[src/rtl/lives_manager_if.sv]
// ============================================================================
// Module  : lives_manager_if
// Brief   : Frame-rate request inputs and HUD/status outputs of lives_manager.
// Revision: 1.0 - initial release
// ============================================================================
`default_nettype none

interface lives_manager_if #(
  parameter int LIVES_W = 2
);
  logic               lose_life;
  logic               extralife;
  logic               powerup;
  logic [9:0]         LivesX;
  logic [9:0]         LivesY;
  logic [LIVES_W-1:0] lives_counter;
  logic               lose_game;
  logic               invuln;
  logic               life_lost;
  logic               lives_blink;

  modport master (
    output lose_life, extralife, powerup,
    input  LivesX, LivesY, lives_counter, lose_game, invuln, life_lost, lives_blink
  );

  modport slave (
    input  lose_life, extralife, powerup,
    output LivesX, LivesY, lives_counter, lose_game, invuln, life_lost, lives_blink
  );
endinterface

`default_nettype wire

[src/rtl/lives_manager.sv]
// ============================================================================
// Module  : lives_manager
// Brief   : Per-frame player-lives tracker with saturating gain/loss, post-hit
//           immunity window and sticky game-over. Optional HUD icon blinking
//           during the window is built when LIVES_BLINK_EN is defined.
// Revision: 1.0 - initial release
// ============================================================================
`default_nettype none

module lives_manager #(
  parameter int LIVES_W       = 2,
  parameter int MAX_LIVES     = 3,
  parameter int START_LIVES   = 3,
  parameter int INVULN_FRAMES = 60,
  parameter int BLINK_PERIOD  = 4,
  parameter int LIVES_X_UL    = 608,
  parameter int LIVES_Y_UL    = 17
) (
  input  wire logic       frame_clk,
  input  wire logic       Reset,
  lives_manager_if.slave  bus
);

  localparam int TIMER_W = (INVULN_FRAMES > 0) ? $clog2(INVULN_FRAMES + 1) : 1;

  typedef enum logic [1:0] {
    ST_ALIVE     = 2'd0,
    ST_INVULN    = 2'd1,
    ST_GAME_OVER = 2'd2
  } state_t;

  state_t               state_q, state_d;
  logic [LIVES_W-1:0]   lives_q, lives_d;
  logic [TIMER_W-1:0]   timer_q, timer_d;
  logic                 lose_game_q, lose_game_d;
  logic                 invuln_q, invuln_d;
  logic                 life_lost_q, life_lost_d;
  logic                 blink_q, blink_d;
  logic                 gain;
  logic                 can_gain;

  assign gain     = bus.extralife & bus.powerup;
  assign can_gain = gain && (lives_q < LIVES_W'(MAX_LIVES));

  always_comb begin
    state_d     = state_q;
    lives_d     = lives_q;
    timer_d     = timer_q;
    lose_game_d = lose_game_q;
    life_lost_d = 1'b0;
    case (state_q)
      ST_ALIVE: begin
        if (bus.lose_life) begin
          lives_d     = lives_q - 1'b1;
          life_lost_d = 1'b1;
          if (lives_q == LIVES_W'(1)) begin
            state_d     = ST_GAME_OVER;
            lose_game_d = 1'b1;
          end else if (INVULN_FRAMES > 0) begin
            state_d = ST_INVULN;
            timer_d = TIMER_W'(INVULN_FRAMES);
          end
        end else if (can_gain) begin
          lives_d = lives_q + 1'b1;
        end
      end
      ST_INVULN: begin
        if (can_gain) begin
          lives_d = lives_q + 1'b1;
        end
        // Leaving on the 1->0 edge keeps invuln high for exactly INVULN_FRAMES frames.
        if (timer_q <= TIMER_W'(1)) begin
          state_d = ST_ALIVE;
          timer_d = '0;
        end else begin
          timer_d = timer_q - 1'b1;
        end
      end
      ST_GAME_OVER: begin
        lives_d     = '0;
        lose_game_d = 1'b1;
      end
      default: begin
        state_d = ST_ALIVE;
      end
    endcase
    invuln_d = (state_d == ST_INVULN);
  end

`ifdef LIVES_BLINK_EN
  localparam int BCNT_W = (BLINK_PERIOD > 1) ? $clog2(BLINK_PERIOD) : 1;

  logic [BCNT_W-1:0] bcnt_q, bcnt_d;

  always_comb begin
    blink_d = 1'b1;
    bcnt_d  = '0;
    if (state_d == ST_INVULN) begin
      if (state_q != ST_INVULN) begin
        blink_d = 1'b0;
      end else if (bcnt_q == BCNT_W'(BLINK_PERIOD - 1)) begin
        blink_d = ~blink_q;
      end else begin
        blink_d = blink_q;
        bcnt_d  = bcnt_q + 1'b1;
      end
    end
  end

  always_ff @(posedge frame_clk) begin
    if (Reset) begin
      bcnt_q <= '0;
    end else begin
      bcnt_q <= bcnt_d;
    end
  end
`else
  always_comb begin
    blink_d = 1'b1;
  end
`endif

  always_ff @(posedge frame_clk) begin
    if (Reset) begin
      state_q     <= ST_ALIVE;
      lives_q     <= LIVES_W'(START_LIVES);
      timer_q     <= '0;
      lose_game_q <= 1'b0;
      invuln_q    <= 1'b0;
      life_lost_q <= 1'b0;
      blink_q     <= 1'b1;
    end else begin
      state_q     <= state_d;
      lives_q     <= lives_d;
      timer_q     <= timer_d;
      lose_game_q <= lose_game_d;
      invuln_q    <= invuln_d;
      life_lost_q <= life_lost_d;
      blink_q     <= blink_d;
    end
  end

  assign bus.LivesX        = 10'(LIVES_X_UL);
  assign bus.LivesY        = 10'(LIVES_Y_UL);
  assign bus.lives_counter = lives_q;
  assign bus.lose_game     = lose_game_q;
  assign bus.invuln        = invuln_q;
  assign bus.life_lost     = life_lost_q;
  assign bus.lives_blink   = blink_q;

endmodule

`default_nettype wire

[src/flat_wrapper.sv]
// flat-port wrapper written by rule: the top's interface ports become plain ports
module lives_manager_flat 
#(
  parameter int LIVES_W       = 2,
  parameter int MAX_LIVES     = 3,
  parameter int START_LIVES   = 3,
  parameter int INVULN_FRAMES = 60,
  parameter int BLINK_PERIOD  = 4,
  parameter int LIVES_X_UL    = 608,
  parameter int LIVES_Y_UL    = 17
)
  (frame_clk, Reset, bus_lose_life, bus_extralife, bus_powerup, bus_LivesX, bus_LivesY, bus_lives_counter, bus_lose_game, bus_invuln, bus_life_lost, bus_lives_blink);
  lives_manager_if #(.LIVES_W(LIVES_W)) bus_i ();
  input  wire logic frame_clk;
  input  wire logic Reset;
  input wire logic [$bits(bus_i.lose_life)-1:0] bus_lose_life;
  input wire logic [$bits(bus_i.extralife)-1:0] bus_extralife;
  input wire logic [$bits(bus_i.powerup)-1:0] bus_powerup;
  output wire logic [$bits(bus_i.LivesX)-1:0] bus_LivesX;
  output wire logic [$bits(bus_i.LivesY)-1:0] bus_LivesY;
  output wire logic [$bits(bus_i.lives_counter)-1:0] bus_lives_counter;
  output wire logic [$bits(bus_i.lose_game)-1:0] bus_lose_game;
  output wire logic [$bits(bus_i.invuln)-1:0] bus_invuln;
  output wire logic [$bits(bus_i.life_lost)-1:0] bus_life_lost;
  output wire logic [$bits(bus_i.lives_blink)-1:0] bus_lives_blink;
  assign bus_i.lose_life = bus_lose_life;
  assign bus_i.extralife = bus_extralife;
  assign bus_i.powerup = bus_powerup;
  assign bus_LivesX = bus_i.LivesX;
  assign bus_LivesY = bus_i.LivesY;
  assign bus_lives_counter = bus_i.lives_counter;
  assign bus_lose_game = bus_i.lose_game;
  assign bus_invuln = bus_i.invuln;
  assign bus_life_lost = bus_i.life_lost;
  assign bus_lives_blink = bus_i.lives_blink;
  lives_manager #(.LIVES_W(LIVES_W), .MAX_LIVES(MAX_LIVES), .START_LIVES(START_LIVES), .INVULN_FRAMES(INVULN_FRAMES), .BLINK_PERIOD(BLINK_PERIOD), .LIVES_X_UL(LIVES_X_UL), .LIVES_Y_UL(LIVES_Y_UL)) u_core (.frame_clk(frame_clk), .Reset(Reset), .bus(bus_i));
endmodule
[config.mk]
export PLATFORM = sky130hd
export DESIGN_NAME = lives_manager_flat
export DESIGN_NICKNAME = d
export VERILOG_FILES = /design/src/rtl/lives_manager_if.sv /design/src/rtl/lives_manager.sv /design/src/flat_wrapper.sv
export SDC_FILE = /design/constraint.sdc
export NUM_CORES = 1
export LEC_CHECK = 0
export ABC_AREA = 0
export BUFFER_PORTS_ARGS = -buffer_cell sky130_fd_sc_hd__buf_2
export CAP_MARGIN = 10
export CORE_UTILIZATION = 53
export CTS_CLUSTER_SIZE = 10
export DETAILED_ROUTE_END_ITERATION = 12
export HOLD_SLACK_MARGIN = 0.02
export PLACE_DENSITY = 0.94
export SYNTH_ARGS = -nofsm -noshare
export SYNTH_HDL_FRONTEND = slang
export SYNTH_SLANG_ARGS = --single-unit
[constraint.sdc]
create_clock -name frame_clk -period 2.5 [get_ports frame_clk]
set_input_delay 0.625 -clock frame_clk [delete_from_list [all_inputs] [get_ports frame_clk]]
set_output_delay 0.625 -clock frame_clk [all_outputs]
set_load 0.01 [all_outputs]
# Word level (Yosys, flattened, before mapping)
# Cells that the tools add are included.
# word_totals
latchBits	0
in_bits	5
ramBits	0
wordCells	43
n_memories	0
out_inout_bits	26
rom_bits	0
regBits	13
# op_classes
n_mul	0
reduce_logical	8
div_mod_pow	0
eq_ne	7
bitwise_logic	2
order_cmp	2
addsub	3
n_shift	0
mux	15
# op_table
op	n
$mux 6	3
$pmux 2 s3	2
$pmux 6 s2	1
$mux 2	5
$eq 2x1->1 const B	3
$le 6x1->1 const B	1
$reduce_and 3->1	2
$sub 6x1->6 const B	1
$ne 2x2->1 const B	2
$reduce_bool 2->1	2
$mux 1	3
$reduce_bool 3->1	1
$add 2x1->2 const B	1
$eq 2x2->1 const B	1
$logic_not 2->1	1
$lt 2x2->1 const B	1
$ne 2x1->1 const B	1
$pmux 1 s2	1
$reduce_or 2->1	1
$sub 2x1->2 const B	1
$and 1x1->1	1
$logic_and 1x1->1	1
$not 1->1	1

# Depth between registers and ports, before layout
# depth
depth_word	5
ltp_mapped	7
mapped_depth_nobuf	6

# Least setup slack after synthesis
# Ideal clock, no wire load.
# synth_path
path_type	register to register
from	reg u_core.lives_q[1] (netlist: u_core.bus.lives_counter[1])
to	reg u_core.timer_q[0]
t_arrival_ns	1.427
synth_period_minus_slack_ns	1.498
path_slack_ns	1.002
path_stages_with_launch	7
required_time_ns	2.429
n_path_buf	0
setup_time_ns	0.071
path_cell_list	dfxtp_1 > inv_1 > ha_1 > and2b_1 > o21ai_2 > or3_1 > a21oi_1
# synth_via
elab_chain_cells	3
# synth_rtl
element	line_no	text
start: declaration	lives_manager.sv:33	logic [LIVES_W-1:0] lives_q, lives_d;
start signal: assignment	lives_manager.sv:126	lives_q <= LIVES_W'(START_LIVES);
start signal: assignment	lives_manager.sv:134	lives_q <= lives_d;
$eq 2x1->1	lives_manager.sv:56	if (lives_q == LIVES_W'(1)) begin
$ne 2x2->1 (no source line)	-	
$reduce_and 3->1 (no source line)	-	
end signal: assignment	lives_manager.sv:135	timer_q <= timer_d;
end: declaration	lives_manager.sv:34	logic [TIMER_W-1:0] timer_q, timer_d;
# No other way between the ends.
# A chain may end at the register's enable or synchronous reset.

# Worst setup path in the final report
# layout_path
from	reg u_core.timer_q[0]
to	reg u_core.invuln_q (netlist: u_core.bus.invuln)
# layout_via
elab_chain_cells	4
# layout_rtl
element	line_no	text
$le 6x1->1	lives_manager.sv:72	if (timer_q <= TIMER_W'(1)) begin
$mux 2	lives_manager.sv:72	
$pmux 2 s3	lives_manager.sv:51	case (state_q)
$eq 2x1->1	lives_manager.sv:87	invuln_d = (state_d == ST_INVULN);
end signal: assignment	lives_manager.sv:137	invuln_q <= invuln_d;
end: declaration	lives_manager.sv:36	logic invuln_q, invuln_d;
# No other way between the ends.

==> impl_metrics.csv <==
group,metric,value,unit
finish,layout.area.seq,260,um2
clock_tree,postCtsHoldBufs,0,
finish,fill_cells,143,
setup_path,crit_family,"compound AO/OA/AOI/OAI gates",
timing,skew,0.00324,ns
finish,antenna_cells,0,
outcome,status,"finished clean",
setup_path,slowest_stage,"dfxtp_1",
clock_tree,clkLatencyLatePin,0.28,ns
detailed_routing,firstDrtPassIters,4,
setup_path,criticalPathCategory,"reg -> reg",
floorplanning,core-area,0.00159,mm2
grt,antenna_found_initial,0,
grt,grt_pass1_wl,2790,um
grt,grt_use_total,0.199,
clock_tree,cts_tree,"built",
power_and_ir_drop,power.density,1210,mW/mm2
clock_tree,cts_root_buf,"clkbuf_4",
timing,clock.fmax,588,MHz
setup_path,max_stage_delay,0.40,ns
floorplanning,die_width,44.5,um
setup_path,crit_required,2.72,ns
timing,setup_violations,0,
detailed_routing,drt_iter0_markers,12,
timing,period_share,0.680,
timing,whs,0.469,ns
timing,finalCriticalPeriod,1.70,ns
synthesis,synth_ff_type,"dfxtp_1",
place,io_buffers,9,
power_and_ir_drop,vdd_drop_max,0.740,mV
floorplanning,die_h,44.5,um
setup_path,crit_path_start,"u_core.timer_q[0]$_SDFFE_PP0P_",
synthesis,syn_inst,122,
clock_tree,clk_pin_slew,0.08,ns
setup_path,r2r_setup_slack,0.80,ns
worst_hold_path,min_path_type,"reg -> reg",
setup_path,cp-start-kind,"flop",
synthesis,syn_area_per_cell,7.85,um2
synthesis,ys_seq_area_frac,0.272,
floorplanning,initial_core_util,0.600,
setup_path,path_buf_inv,1,
synthesis,synth_top_area_share,0.272,
finish,drive_gt1_frac,0.130,
job,max_cap_violations,0,
grt,overflow,0,
detailed_routing,drt_wl_total,1660,um
finish,layout_commonest_cell,"conb_1",
finish,synthToLayoutAreaGrowth,0.654,%
setup_path,cp.arrival,1.92,ns
finish,multi_input_area,568,um2
place,place_congestion,0.784,
floorplanning,die-area,0.00198,mm2
grt,grt_pass1_vias,699,
synthesis,ys_types,30,
clock_tree,cts_buffers,3,
timing,fin_tns_setup,0,ns
clock_tree,cts_buffer_depth,2,
finish,nets,147,
timing,rsz0062_at_grt,"false",
detailed_routing,drc,0,
synthesis,async_flop_share,0,
synthesis,synth_top_cell_by_area,"dfxtp_1",
power_and_ir_drop,leakage,0.455,nW
place,hpwlAfterDp,1310,um
floorplanning,rows,14,
timing,drv_slew,0,
finish,layout_common_cells,"conb_1, dfxtp_1, a21oi_1, nor2_1, ha_1",
setup_path,critPathCaptureType,"flop",
setup_path,crit_chain,"inv_1 > ha_1 > nor2_1 > o21ai_2 > a2111oi_2 > and2_1",
synthesis,synth.area.top_cells,"dfxtp_1, buf_4, ha_1, a21oi_1, nor2_1",
detailed_routing,viasPerCell,5.01,
timing,hold_viol,0,
detailed_routing,antenna_left,0,
setup_path,crit_fanout,6,
worst_hold_path,hp-start,"u_core.bus.lose_game$_SDFFE_PP0P_",
clock_tree,post_cts_resized,0,
clock_tree,post_cts_buffers,0,
setup_path,r2r-start,"u_core.timer_q[0]$_SDFFE_PP0P_",
synthesis,ys_warn_count,0,
clock_tree,htreeDepth,1,
detailed_routing,vias,776,
detailed_routing,wire_per_inst,10.7,um
synthesis,synth_edf_count,0,
synthesis,synth-seq-cells,13,
grt,grt_max_degree,13,
clock_tree,clock_sinks,13,
floorplanning,io-pin-count,31,
synthesis,syn_area,957,um2
-- cell usage after synthesis, types with 3 or more instances --
cell type,instances
a211oi_1,3
a21oi_1,10
buf_4,21
dfxtp_1,13
ha_1,10
inv_1,9
nand2_1,8
nor2_1,10
nor3_1,4
o21ai_0,5
o21ai_1,5
-- worst min-delay path: cells and delay by family, from the launching register on --
kind / cells / cell delay (ns)
flip-flops: 1 / 0.33
AND/OR/NAND/NOR: 2 / 0.11
-- power by group --
part / switching, W / internal, W
logic: 0.000380 / 0.000271
clock network: 0.0000728 / 0.0000619
registers: 0.0000884 / 0.000294
-- worst paths after layout --
| kind | endpoint | cells after the start |
|---|---|---|
| worst max-delay path | u_core.bus.invuln$_SDFF_PP0_ | 6 |
| worst min-delay path | u_core.bus.lose_game$_SDFFE_PP0P_ | 2 |
| worst max register to register | u_core.bus.invuln$_SDFF_PP0_ | 6 |
| worst min register to register | u_core.bus.lose_game$_SDFFE_PP0P_ | 2 |
-- routing by layer --
layer,share of wire,GRT usage,vias up
li1,-,-,392
met1,0.40,0.212,352
met2,0.52,0.324,24
met3,0.037,0.0531,8
met4,0.047,0.170,0
met5,0,0,-
-- layout make-up --
class                   instances  share of cell area
multi-input cells              96               0.590
flip-flops and latches         13               0.270
repair buffers                  9              0.0468
inverters                       9              0.0351
well taps                      24              0.0312
clock buffers                   4              0.0273
-- kinds of logic after synthesis --
kind of cell / synth area share
buffers and inverters: 0.209
and+or+nand+nor: 0.192
adders and majority gates: 0.131
DFF: 0.272
other: 0.00785
AOI/OAI and AO/OA: 0.188
-- registers in the layout (all words and copies together), names as in the netlist --
| name | count |
|---|---|
| u_core.bus.lose_game | 1 |
| u_core.state_q | 2 |
| u_core.bus.invuln | 1 |
| u_core.timer_q | 6 |
| u_core.bus.lives_counter | 2 |
| u_core.bus.life_lost | 1 |
-- per-stage QoR --
step,cells,total power (W),area (um2),worst slack [ns],util
2_1_floorplan,141,0.000901,1030,1.00,-
3_3_place_gp,151,0.000980,937,0.886,0.588
3_5_place_dp,151,0.00103,937,0.817,0.588
4_1_cts,155,0.00116,963,0.816,0.604
5_1_grt,155,0.00128,963,0.639,0.604
6_report,155,0.00117,963,0.800,0.604
Note: power is estimated with default switching activity, not from simulation.
